===== config.mk =====
export PLATFORM = sky130hd
export DESIGN_NAME = aes_block_uart_serializer
export DESIGN_NICKNAME = d
export VERILOG_FILES = /design/src/rtl/aes_block_uart_serializer.sv
export SDC_FILE = /design/constraint.sdc
export NUM_CORES = 1
export LEC_CHECK = 0
export CORE_MARGIN = 10
export CORE_UTILIZATION = 40
export DETAILED_ROUTE_END_ITERATION = 8
export SYNTH_ARGS = -nofsm -noshare
export SYNTH_HDL_FRONTEND = slang
export SYNTH_SLANG_ARGS = --single-unit

===== constraint.sdc =====
create_clock -name clk -period 12.02 [get_ports clk]
set_clock_uncertainty 0.05 [all_clocks]
set_input_delay 2.404 -clock clk [delete_from_list [all_inputs] [get_ports clk]]
set_output_delay 2.404 -clock clk [all_outputs]
set_load 0.01 [all_outputs]

===== src/rtl/aes_block_uart_serializer.sv =====
// Transmit-side block-to-byte serializer.
// 128-bit AES blocks enter through a small block FIFO and leave as 16 bytes
// through the uart_tx start/done handshake. One block sits in the shift
// register while it is on the wire. blocks_sent_o counts completed blocks.
// frame_done_o marks the end of a block that carries the last flag.
module aes_block_uart_serializer #(
    parameter int FIFO_DEPTH = 2,   // power of 2, >= 2
    parameter bit LSB_FIRST  = 1'b1,
    parameter int CNT_W      = 16
) (
    input  logic             clk,
    input  logic             reset,           // synchronous, active low
    input  logic [127:0]     blk_data_i,
    input  logic             blk_last_i,
    input  logic             blk_valid_i,
    output logic             blk_ready_o,
    output logic [7:0]       uart_tx_data_o,
    output logic             uart_tx_start_o,
    input  logic             uart_tx_done_i,
    output logic             busy_o,
    output logic             frame_done_o,
    output logic [CNT_W-1:0] blocks_sent_o
);

    localparam int PTR_W = (FIFO_DEPTH > 1) ? $clog2(FIFO_DEPTH) : 1;
    localparam int OCC_W = $clog2(FIFO_DEPTH + 1);
    localparam logic [OCC_W-1:0] OCC_FULL = OCC_W'(FIFO_DEPTH);

    typedef enum logic {S_IDLE, S_WAIT} state_t;

    // Block FIFO: {last, data} per entry
    logic [128:0]     fifo_mem [FIFO_DEPTH];
    logic [PTR_W-1:0] wr_ptr_q, wr_ptr_d;
    logic [PTR_W-1:0] rd_ptr_q, rd_ptr_d;
    logic [OCC_W-1:0] occ_q, occ_d;
    logic             fifo_full;
    logic             fifo_empty;
    logic             push;
    logic             pop;
    logic [127:0]     head_data;
    logic             head_last;

    // Serializer state
    state_t           state_q, state_d;
    logic [127:0]     shift_q, shift_d;
    logic             last_q, last_d;
    logic [3:0]       idx_q, idx_d;
    logic [7:0]       data_q, data_d;
    logic             start_q, start_d;
    logic             frame_q, frame_d;
    logic [CNT_W-1:0] cnt_q, cnt_d;
    logic             done_ok;

    // Ready is derived from registered occupancy only, so a same-cycle pop
    // never opens a slot for that cycle's push.
    assign fifo_full   = (occ_q == OCC_FULL);
    assign fifo_empty  = (occ_q == '0);
    assign push        = blk_valid_i && !fifo_full;
    assign pop         = (state_q == S_IDLE) && !fifo_empty;
    assign head_data   = fifo_mem[rd_ptr_q][127:0];
    assign head_last   = fifo_mem[rd_ptr_q][128];

    // A done in the start cycle cannot belong to the byte just launched.
    assign done_ok     = uart_tx_done_i && !start_q;

    assign blk_ready_o     = !fifo_full;
    assign uart_tx_data_o  = data_q;
    assign uart_tx_start_o = start_q;
    assign frame_done_o    = frame_q;
    assign blocks_sent_o   = cnt_q;
    assign busy_o          = (state_q != S_IDLE) || !fifo_empty;

    // FIFO storage write; contents need no reset since pointers gate reads
    always_ff @(posedge clk) begin
        if (push) begin
            fifo_mem[wr_ptr_q] <= {blk_last_i, blk_data_i};
        end
    end

    // FIFO pointer and occupancy next-state
    always_comb begin
        wr_ptr_d = wr_ptr_q;
        rd_ptr_d = rd_ptr_q;
        occ_d    = occ_q;
        if (push) begin
            wr_ptr_d = wr_ptr_q + 1'b1;
        end
        if (pop) begin
            rd_ptr_d = rd_ptr_q + 1'b1;
        end
        case ({push, pop})
            2'b10:   occ_d = occ_q + 1'b1;
            2'b01:   occ_d = occ_q - 1'b1;
            default: occ_d = occ_q;
        endcase
    end

    // State and registered-output update with synchronous active-low reset
    always_ff @(posedge clk) begin
        if (!reset) begin
            wr_ptr_q <= '0;
            rd_ptr_q <= '0;
            occ_q    <= '0;
            state_q  <= S_IDLE;
            shift_q  <= '0;
            last_q   <= 1'b0;
            idx_q    <= '0;
            data_q   <= 8'h00;
            start_q  <= 1'b0;
            frame_q  <= 1'b0;
            cnt_q    <= '0;
        end else begin
            wr_ptr_q <= wr_ptr_d;
            rd_ptr_q <= rd_ptr_d;
            occ_q    <= occ_d;
            state_q  <= state_d;
            shift_q  <= shift_d;
            last_q   <= last_d;
            idx_q    <= idx_d;
            data_q   <= data_d;
            start_q  <= start_d;
            frame_q  <= frame_d;
            cnt_q    <= cnt_d;
        end
    end

    // Next-state: leave idle on a pop, return after the 16th byte completes
    always_comb begin
        state_d = state_q;
        case (state_q)
            S_IDLE: begin
                if (pop) begin
                    state_d = S_WAIT;
                end
            end
            S_WAIT: begin
                if (done_ok && (idx_q == 4'd15)) begin
                    state_d = S_IDLE;
                end
            end
            default: state_d = S_IDLE;
        endcase
    end

    // Output/datapath next values: load block, step bytes, count completions
    always_comb begin
        shift_d = shift_q;
        last_d  = last_q;
        idx_d   = idx_q;
        data_d  = data_q;
        start_d = 1'b0;
        frame_d = 1'b0;
        cnt_d   = cnt_q;
        case (state_q)
            S_IDLE: begin
                if (pop) begin
                    shift_d = head_data;
                    last_d  = head_last;
                    idx_d   = 4'd0;
                    data_d  = LSB_FIRST ? head_data[7:0] : head_data[127:120];
                    start_d = 1'b1;
                end
            end
            S_WAIT: begin
                if (done_ok) begin
                    if (idx_q != 4'd15) begin
                        idx_d   = idx_q + 4'd1;
                        shift_d = LSB_FIRST ? (shift_q >> 8) : (shift_q << 8);
                        data_d  = LSB_FIRST ? shift_q[15:8] : shift_q[119:112];
                        start_d = 1'b1;
                    end else begin
                        cnt_d   = cnt_q + 1'b1;
                        frame_d = last_q;
                    end
                end
            end
            default: begin
                start_d = 1'b0;
            end
        endcase
    end

endmodule


### Yosys cells after proc, flatten, opt, wreduce, memory -nomap -nowiden

Memories as Yosys holds them, arrays and structs flattened. A register that Yosys moved wholly into a read port is not among the register bits.
Index checks and enable logic that the tools add are counted.

* register bits after elaboration: 164
* latch bits: 0
* bits in writable memories: 258
* memory bits (read-only): 0
* input bits: 133
* output and inout port bits: 28
* logic and storage cells: 67
* memories: 1

Memories
* fifo_mem: depth 2, width 129, rd ports 1, clocked after Yosys merged registers in 1, write ports 1, line 32 `logic [128:0] fifo_mem [FIFO_DEPTH];`

* $add $sub $neg: 6
* $mul: 0
* divide/modulo/power cells: 0
* $lt $le $gt $ge: 0
* equal/unequal tests: 8
* shift operators: 0
* muxes and demuxes: 23
* bitwise logic cells: 4
* reduce and logical (&&, ||, !) cells: 14

Operators with widths (count)
* $mux W128: 3
* $pmux W128 S2: 1
* $mux W8: 3
* $add A16 B1 Y16 const B: 1
* $pmux W8 S2: 1
* $mux W4: 3
* $mux W1: 8
* $pmux W4 S2: 1
* $reduce_and A3 Y1: 2
* $add A4 B1 Y4 const B: 1
* $eq A2 B2 Y1 const B: 2
* $eq A4 B4 Y1 const B: 1
* $logic_and A1 B1 Y1: 4
* $ne A2 B1 Y1 const B: 2
* $ne A4 B4 Y1 const B: 1
* $not A1 Y1: 4
* $pmux W1 S2: 2
* $pmux W2 S2: 1
* $reduce_or A4 Y1: 1
* $logic_not A1 Y1: 3
* $add A1 B1 Y1 const B: 2
* $add A2 B1 Y2 const B: 1
* $eq A2 B1 Y1 const B: 1
* $logic_not A2 Y1: 1
* 5 further kinds: 5

### Depth between registers and ports, before layout

* depth in word-level cells: 5
* gate-level depth with buffers: 8
* gate-level depth less buffers: 6

### Least setup slack after synthesis

Ideal clock, no wire load.

* path type: input to register
* start point: in blk_valid_i
* end point: mem fifo_mem[0][0], enable pin
* setup time: 0.619 ns
* arrival: 7.858 ns
* required time: 11.351 ns
* path slack: 3.493 ns
* stages: 2
* path buffers: 0
* cell sequence: nand2_1 -> nor2_1

* word-level cells in the longest chain between the ends: 3

RTL lines
* start: declaration: line 15 `input logic blk_valid_i,`
* $logic_and A1 B1 Y1: line 58 `assign push = blk_valid_i && !fifo_full;`
* $mux W1: line 75 `if (push) begin`
* $mux W1 (implied by the code): line 76 `fifo_mem[wr_ptr_q] <= {blk_last_i, blk_data_i};`
* end: declaration: line 32

Every way passes these cells.

### Final worst setup path

* start point: in blk_valid_i
* end point: mem fifo_mem[0][51], enable pin

The elaborated chain is that of the path after synthesis.

==> qor.yml <==
netlist_instances: 1378
clk_latency_ns: 0.55
place_ws_ns: 6.50
wl_per_cell_um: 17.8
synth_ff_type: "edfxtp_1"
drt_iter0_drc: 718
clk_pin_slew_ns: 0.05
yosysUniqueCellTypes: 42
syn_avg_cell_area_um2: 11.6
layout_setup_ws_ns: 7.14
antenna_found_initial: 1
endpoint_kind: "flop"
yosys_warnings: 0
clockBufferDepth: 3
async_flop_share: 0
htreeDepth: 2
min_period_ns: 4.88
synth_area_leaders: "edfxtp_1 (48%), dfxtp_1 (20%), nand2_1 (8.7%), mux2i_1 (8.1%), a21oi_1 (4.1%)"
grt_max_degree: 126
vias: 10400
coreArea_um2: 39600
powerDensity_nw_per_um2: 233
hpwlAfterDp_um: 22700
clock-sinks: 415
grt_pass1_wl_um: 56600
synth_nets: 1514
worstRegToRegCells: 5
worstMarginPinSlew_ns: 1.12
ys_seq_area_frac: 0.680
cp-start-kind: "input port"
fin_setup_tns_ns: 0
post-route-drc-count: 0
worstPathRequired_ns: 12.13
cts_tree: "built"
globalplace.congestion: 0.768
fin_nets: 1634
setup_viol: 0
layout_common_cells: "nand2_1 (371), edfxtp_1 (258), clkdlybuf4s50_1 (160), dfxtp_1 (155), a21oi_1 (130)"
arrival_ns: 5.00
rsz0062_at_grt: "no"
outcome: "completed"
io_pins: 161
hold_viol: 0
io_buffer_count: 160
p_leak_nw: 6.37
worstPathMaxFanout: 72
slew_violations: 0
wl_um: 36600
grt_overflow: 0
crit_type: "input port to flop"
cts_resized: 0
synth_top_area_frac: 0.484
drive_above_1_share: 0.0561
dr.pass1.iters: 7
hp-class: "flop to flop"
fmax_ghz: 0.205
syn-cell-area_um2: 16000
post_cts_buffers: 0
drt.antenna.violating_nets: 0
fp.dieW_um: 220
period_share: 0.406
cap_violations: 0
final_common_cell: "nand2_1"
grt_pass1_vias: 10300
area_growth_pct: 21.1
synth-edff-count: 258
slew-limit-headroom: 0.250
tritoncts.num_buffers: 44
grt.total_usage: 0.148
synth_seq_cells: 415
peakVddDrop_mv: 0.150
routed_via_density: 5.05
initial_core_util: 0.404
num_rows: 73
die-area_um2: 48400
holdBufCountCts: 0
cts_root_buf: "clkbuf_16"
yosysTopAreaCell: "edfxtp_1"
die_y_um: 220
whs_path_depth: 2
## per-layer routing
layer  up-vias  track usage  routed length [µm]
li1       5082            -                   -
met1      5010        0.192               16400
met2       260        0.244               17400
met3        45       0.0325                2080
met4         0       0.0434                 619
met5         -            0                   0
## registers in the layout (all words and copies together) (netlist names), named ones only
| register | count |
|---|---|
| blocks_sent_o | 16 |
| fifo_mem | 258 |
| frame_done_o | 1 |
| idx_q | 4 |
| last_q | 1 |
| occ_q | 2 |
| rd_ptr_q | 1 |
| shift_q | 128 |
| state_q | 1 |
| uart_tx_start_o | 1 |
| wr_ptr_q | 1 |
## cell type report
class | instances | area [µm²]
clock buffers | 69 | 1310
multi-input cells | 864 | 4680
well taps | 525 | 657
flip-flops and latches | 415 | 10900
inverters | 2 | 10.0
repair buffers | 171 | 1680
clock inverters | 13 | 148
diodes | 1 | 2.50
fillers | 3615 | 20300
## worst max-delay path, stage by stage
cell	delay (ns)
clkdlybuf4s50_1	0.52
nand2_1	0.15
nor2_4	0.27
buf_4	0.65
buf_4	0.90
## where the power goes
part | total, mW | switching, mW | internal [mW]
Clock | 1.34 | 0.533 | 0.812
Sequential | 2.02 | 0.173 | 1.85
Combinational | 1.15 | 0.730 | 0.417
## synthesized netlist by cell type, types with 2 or more instances
master,count
a21oi_1,130
nand4_1,6
mux2i_1,129
nand3_1,6
and4_1,2
nand2_1,371
o21a_1,2
buf_2,34
nor2_1,31
xnor2_1,4
o31ai_1,2
dfxtp_1,157
o21ai_0,127
nand2b_1,2
buf_4,12
ha_1,3
inv_2,2
or4_1,2
a31oi_1,8
nor3_1,3
clkbuf_1,46
nor4_1,2
and3_1,6
nand3b_1,2
buf_1,5
xor2_1,6
or3_1,6
edfxtp_1,258
## kinds of logic (layout without fill, tap and decap cells)
kind of cell | after synthesis | in the layout | synth area share
adders and majority gates | 3 | 3 | 0.00235
and+or+nand+nor | 444 | 444 | 0.111
xor gates and xnor gates | 10 | 10 | 0.00547
AOI/OAI and AO/OA | 277 | 277 | 0.0902
muxes | 130 | 130 | 0.0814
other | 0 | 1 | 0
DFF | 415 | 415 | 0.680
buffers and inverters | 99 | 255 | 0.0287
## through the flow
stage / utilization / total power [mW] / hold slack, ns / std cells / instance area [µm²]
2_1_floorplan: - / 2.88 / 0.382 / 1378 / 16000
3_3_place_gp: 0.452 / 3.20 / 0.388 / 1977 / 17900
3_5_place_dp: 0.452 / 3.22 / 0.393 / 1977 / 17900
4_1_cts: 0.489 / 4.58 / 0.401 / 2059 / 19400
5_1_grt: 0.489 / 4.79 / 0.418 / 2059 / 19400
6_report: 0.489 / 4.51 / 0.398 / 2060 / 19400
## final timing paths
kind	from	to	slack, ns
hold reg to reg	shift_q[39]	shift_q[39]	0.40
setup / recovery	blk_valid_i	fifo_mem[0][51]	7.14
setup reg to reg	occ_q[0]	fifo_mem[0][51]	8.84
hold / removal	shift_q[39]	shift_q[39]	0.40
No activity file was read; power rests on OpenSTA's default activity.
==> RTL edit, RTL diff (config.mk and constraints unchanged) <==
Change the parameter `CNT_W` from 16 to 32.
--- a/src/rtl/aes_block_uart_serializer.sv
+++ b/src/rtl/aes_block_uart_serializer.sv
@@ -8,3 +8,3 @@
     parameter bit LSB_FIRST  = 1'b1,
-    parameter int CNT_W      = 16
+    parameter int CNT_W      = 32
 ) (
Interface: changed (resized blocks_sent_o); port bits go from 161 to 177. No check against the original RTL was run, so the function may have changed too.
==> RTL edit against the original RTL <==
- power grew 2.8%
- critical path depth grew 1
- setup slack gained 170 ps
- utilization grew 0.19 points
- design area grew 5.7%
- register-to-register slack lost 310 ps
- wire length grew 7.3%
- worst hold slack gained 1.8 ps
- synthesized area grew 5.0%
- sequential share of layout area shrank 1.5 points
- sequential cell count grew 16
- largest cell class unchanged
- highest routed layer is now met5
==> RTL edit: results <==
metrics = {
    "setup_path": {
        "arrival_ps": 5150,
        "max_stage_delay_ps": 850,
    },
    "synth": {
        "seq_area_frac_synth_pct": 66.68,
        "syn_area_per_cell_sq_um": 11.34,
        "synthTopCellsByCount": "378 x nand2_1, 258 x edfxtp_1, 173 x dfxtp_1, 144 x a21oi_1, 135 x mux2i_1",
        "yosys-top-cells-area": "edfxtp_1 46%, dfxtp_1 21%, nand2_1 8.4%",
        "synth_nets": 1619,
        "yosysUniqueCellTypes": 36,
    },
    "global_route": {
        "grt_antenna_before_repair": 2,
        "grt_pass1_vias": 10880,
        "grt_pass1_wl_mm": 60.85,
        "globalRouteTotalUtil_pct": 15.13,
        "grt_max_degree": 111,
    },
    "layout": {
        "drive_gt1_share_pct": 5.744,
        "fillerInstances": 3713,
        "stdcell_count": 2195,
    },
    "route": {
        "drt_iter0_drc": 930,
        "routed_via_density": 5.096,
        "wl_per_cell_microns": 17.88,
    },
    "place": {
        "portBuffers": 176,
        "place_hpwl_mm": 24.47,
        "place_congestion": 0.8091,
        "placed_area_sq_mm": 0.01894,
        "dp.cells": 2106,
    },
    "power": {
        "swShare_pct": 31.59,
        "p_leak_nw": 6.685,
        "vdd_drop_max_mv": 0.1349,
    },
    "timing": {
        "relSlewSlack_pct": 33.26,
    },
    "clocking": {
        "cts_buffers": 47,
        "insertion_delay_ps": 570,
    },
    "outcome": {
        "status": "complete, no violations",
    },
}
## RTL edit: logic make-up after synthesis
group,Yosys count,share of synthesized area (%)
AND/OR/NAND/NOR,497,12.57
flip-flops,431,66.68
XOR/XNOR,12,0.6251
AO/OA/AOI/OAI,297,9.161
multiplexers,135,8.038
adder cells (fa/ha/maj),3,0.2233
buffers and inverters,108,2.701
## RTL edit: routing by layer
| metal | GRT usage (%) | vias up | share of wire (%) | routed length (microns) |
|---|---|---|---|---|
| met5 | 0 | - | 0.033 | 13 |
| met4 | 4.606 | 2 | 2.1 | 816 |
| met3 | 3.565 | 63 | 5.2 | 2051 |
| met2 | 24.54 | 222 | 48 | 18820 |
| met1 | 19.70 | 5368 | 45 | 17530 |
| li1 | - | 5531 | - | - |
## RTL edit: path summary, 6_finish.rpt
check                           cells after the start  slack (ps)            from           to
worst max-delay path                                6        7300  uart_tx_done_i  shift_q[36]
worst min-delay path                                2         400     shift_q[43]  shift_q[43]
worst min register to register                      2         400     shift_q[43]  shift_q[43]
worst max register to register                      7        8530         state_q  shift_q[36]
## RTL edit: area by class of cell
| cell class | count | area (sq um) | share of cell area, % |
|---|---|---|---|
| multi-input combinational | 944 | 5182 | 25.28 |
| tap | 539 | 674.4 | 3.289 |
| sequential | 431 | 11220 | 54.71 |
| timing repair buffer | 187 | 1844 | 8.995 |
| clock buffer | 67 | 1375 | 6.707 |
| antenna | 2 | 5.005 | 0.02441 |
| inverter | 5 | 23.77 | 0.1159 |
| clock inverter | 20 | 180.2 | 0.8787 |
## RTL edit: stage by stage
stage | worst slack (ps) | hold slack (ps) | utilization (%)
floorplan | 3493 | 382.1 | -
CTS | 7254 | 401.4 | 49.09
global placement | 6681 | 388.9 | 45.36
finish | 7303 | 400.2 | 49.10
detailed placement | 6646 | 393.5 | 45.36
global route | 7097 | 413.4 | 49.09
## RTL edit: critical path: cells and delay by family
| kind | cells | cell delay (ps) |
|---|---|---|
| buffers and inverters | 2 | 1310 |
| AOI/OAI and AO/OA | 2 | 930 |
| and+or+nand+nor | 2 | 390 |
## RTL edit: power by group through the flow
stage	sequential, W	combinational, W	clock (W)
5_1_grt	0.00211	0.00129	0.00154
6_report	0.00207	0.00114	0.00143
3_3_place_gp	0.00209	0.00116	0
4_1_cts	0.00207	0.00117	0.00147
3_5_place_dp	0.00210	0.00117	0
2_1_floorplan	0.00204	0.000883	0
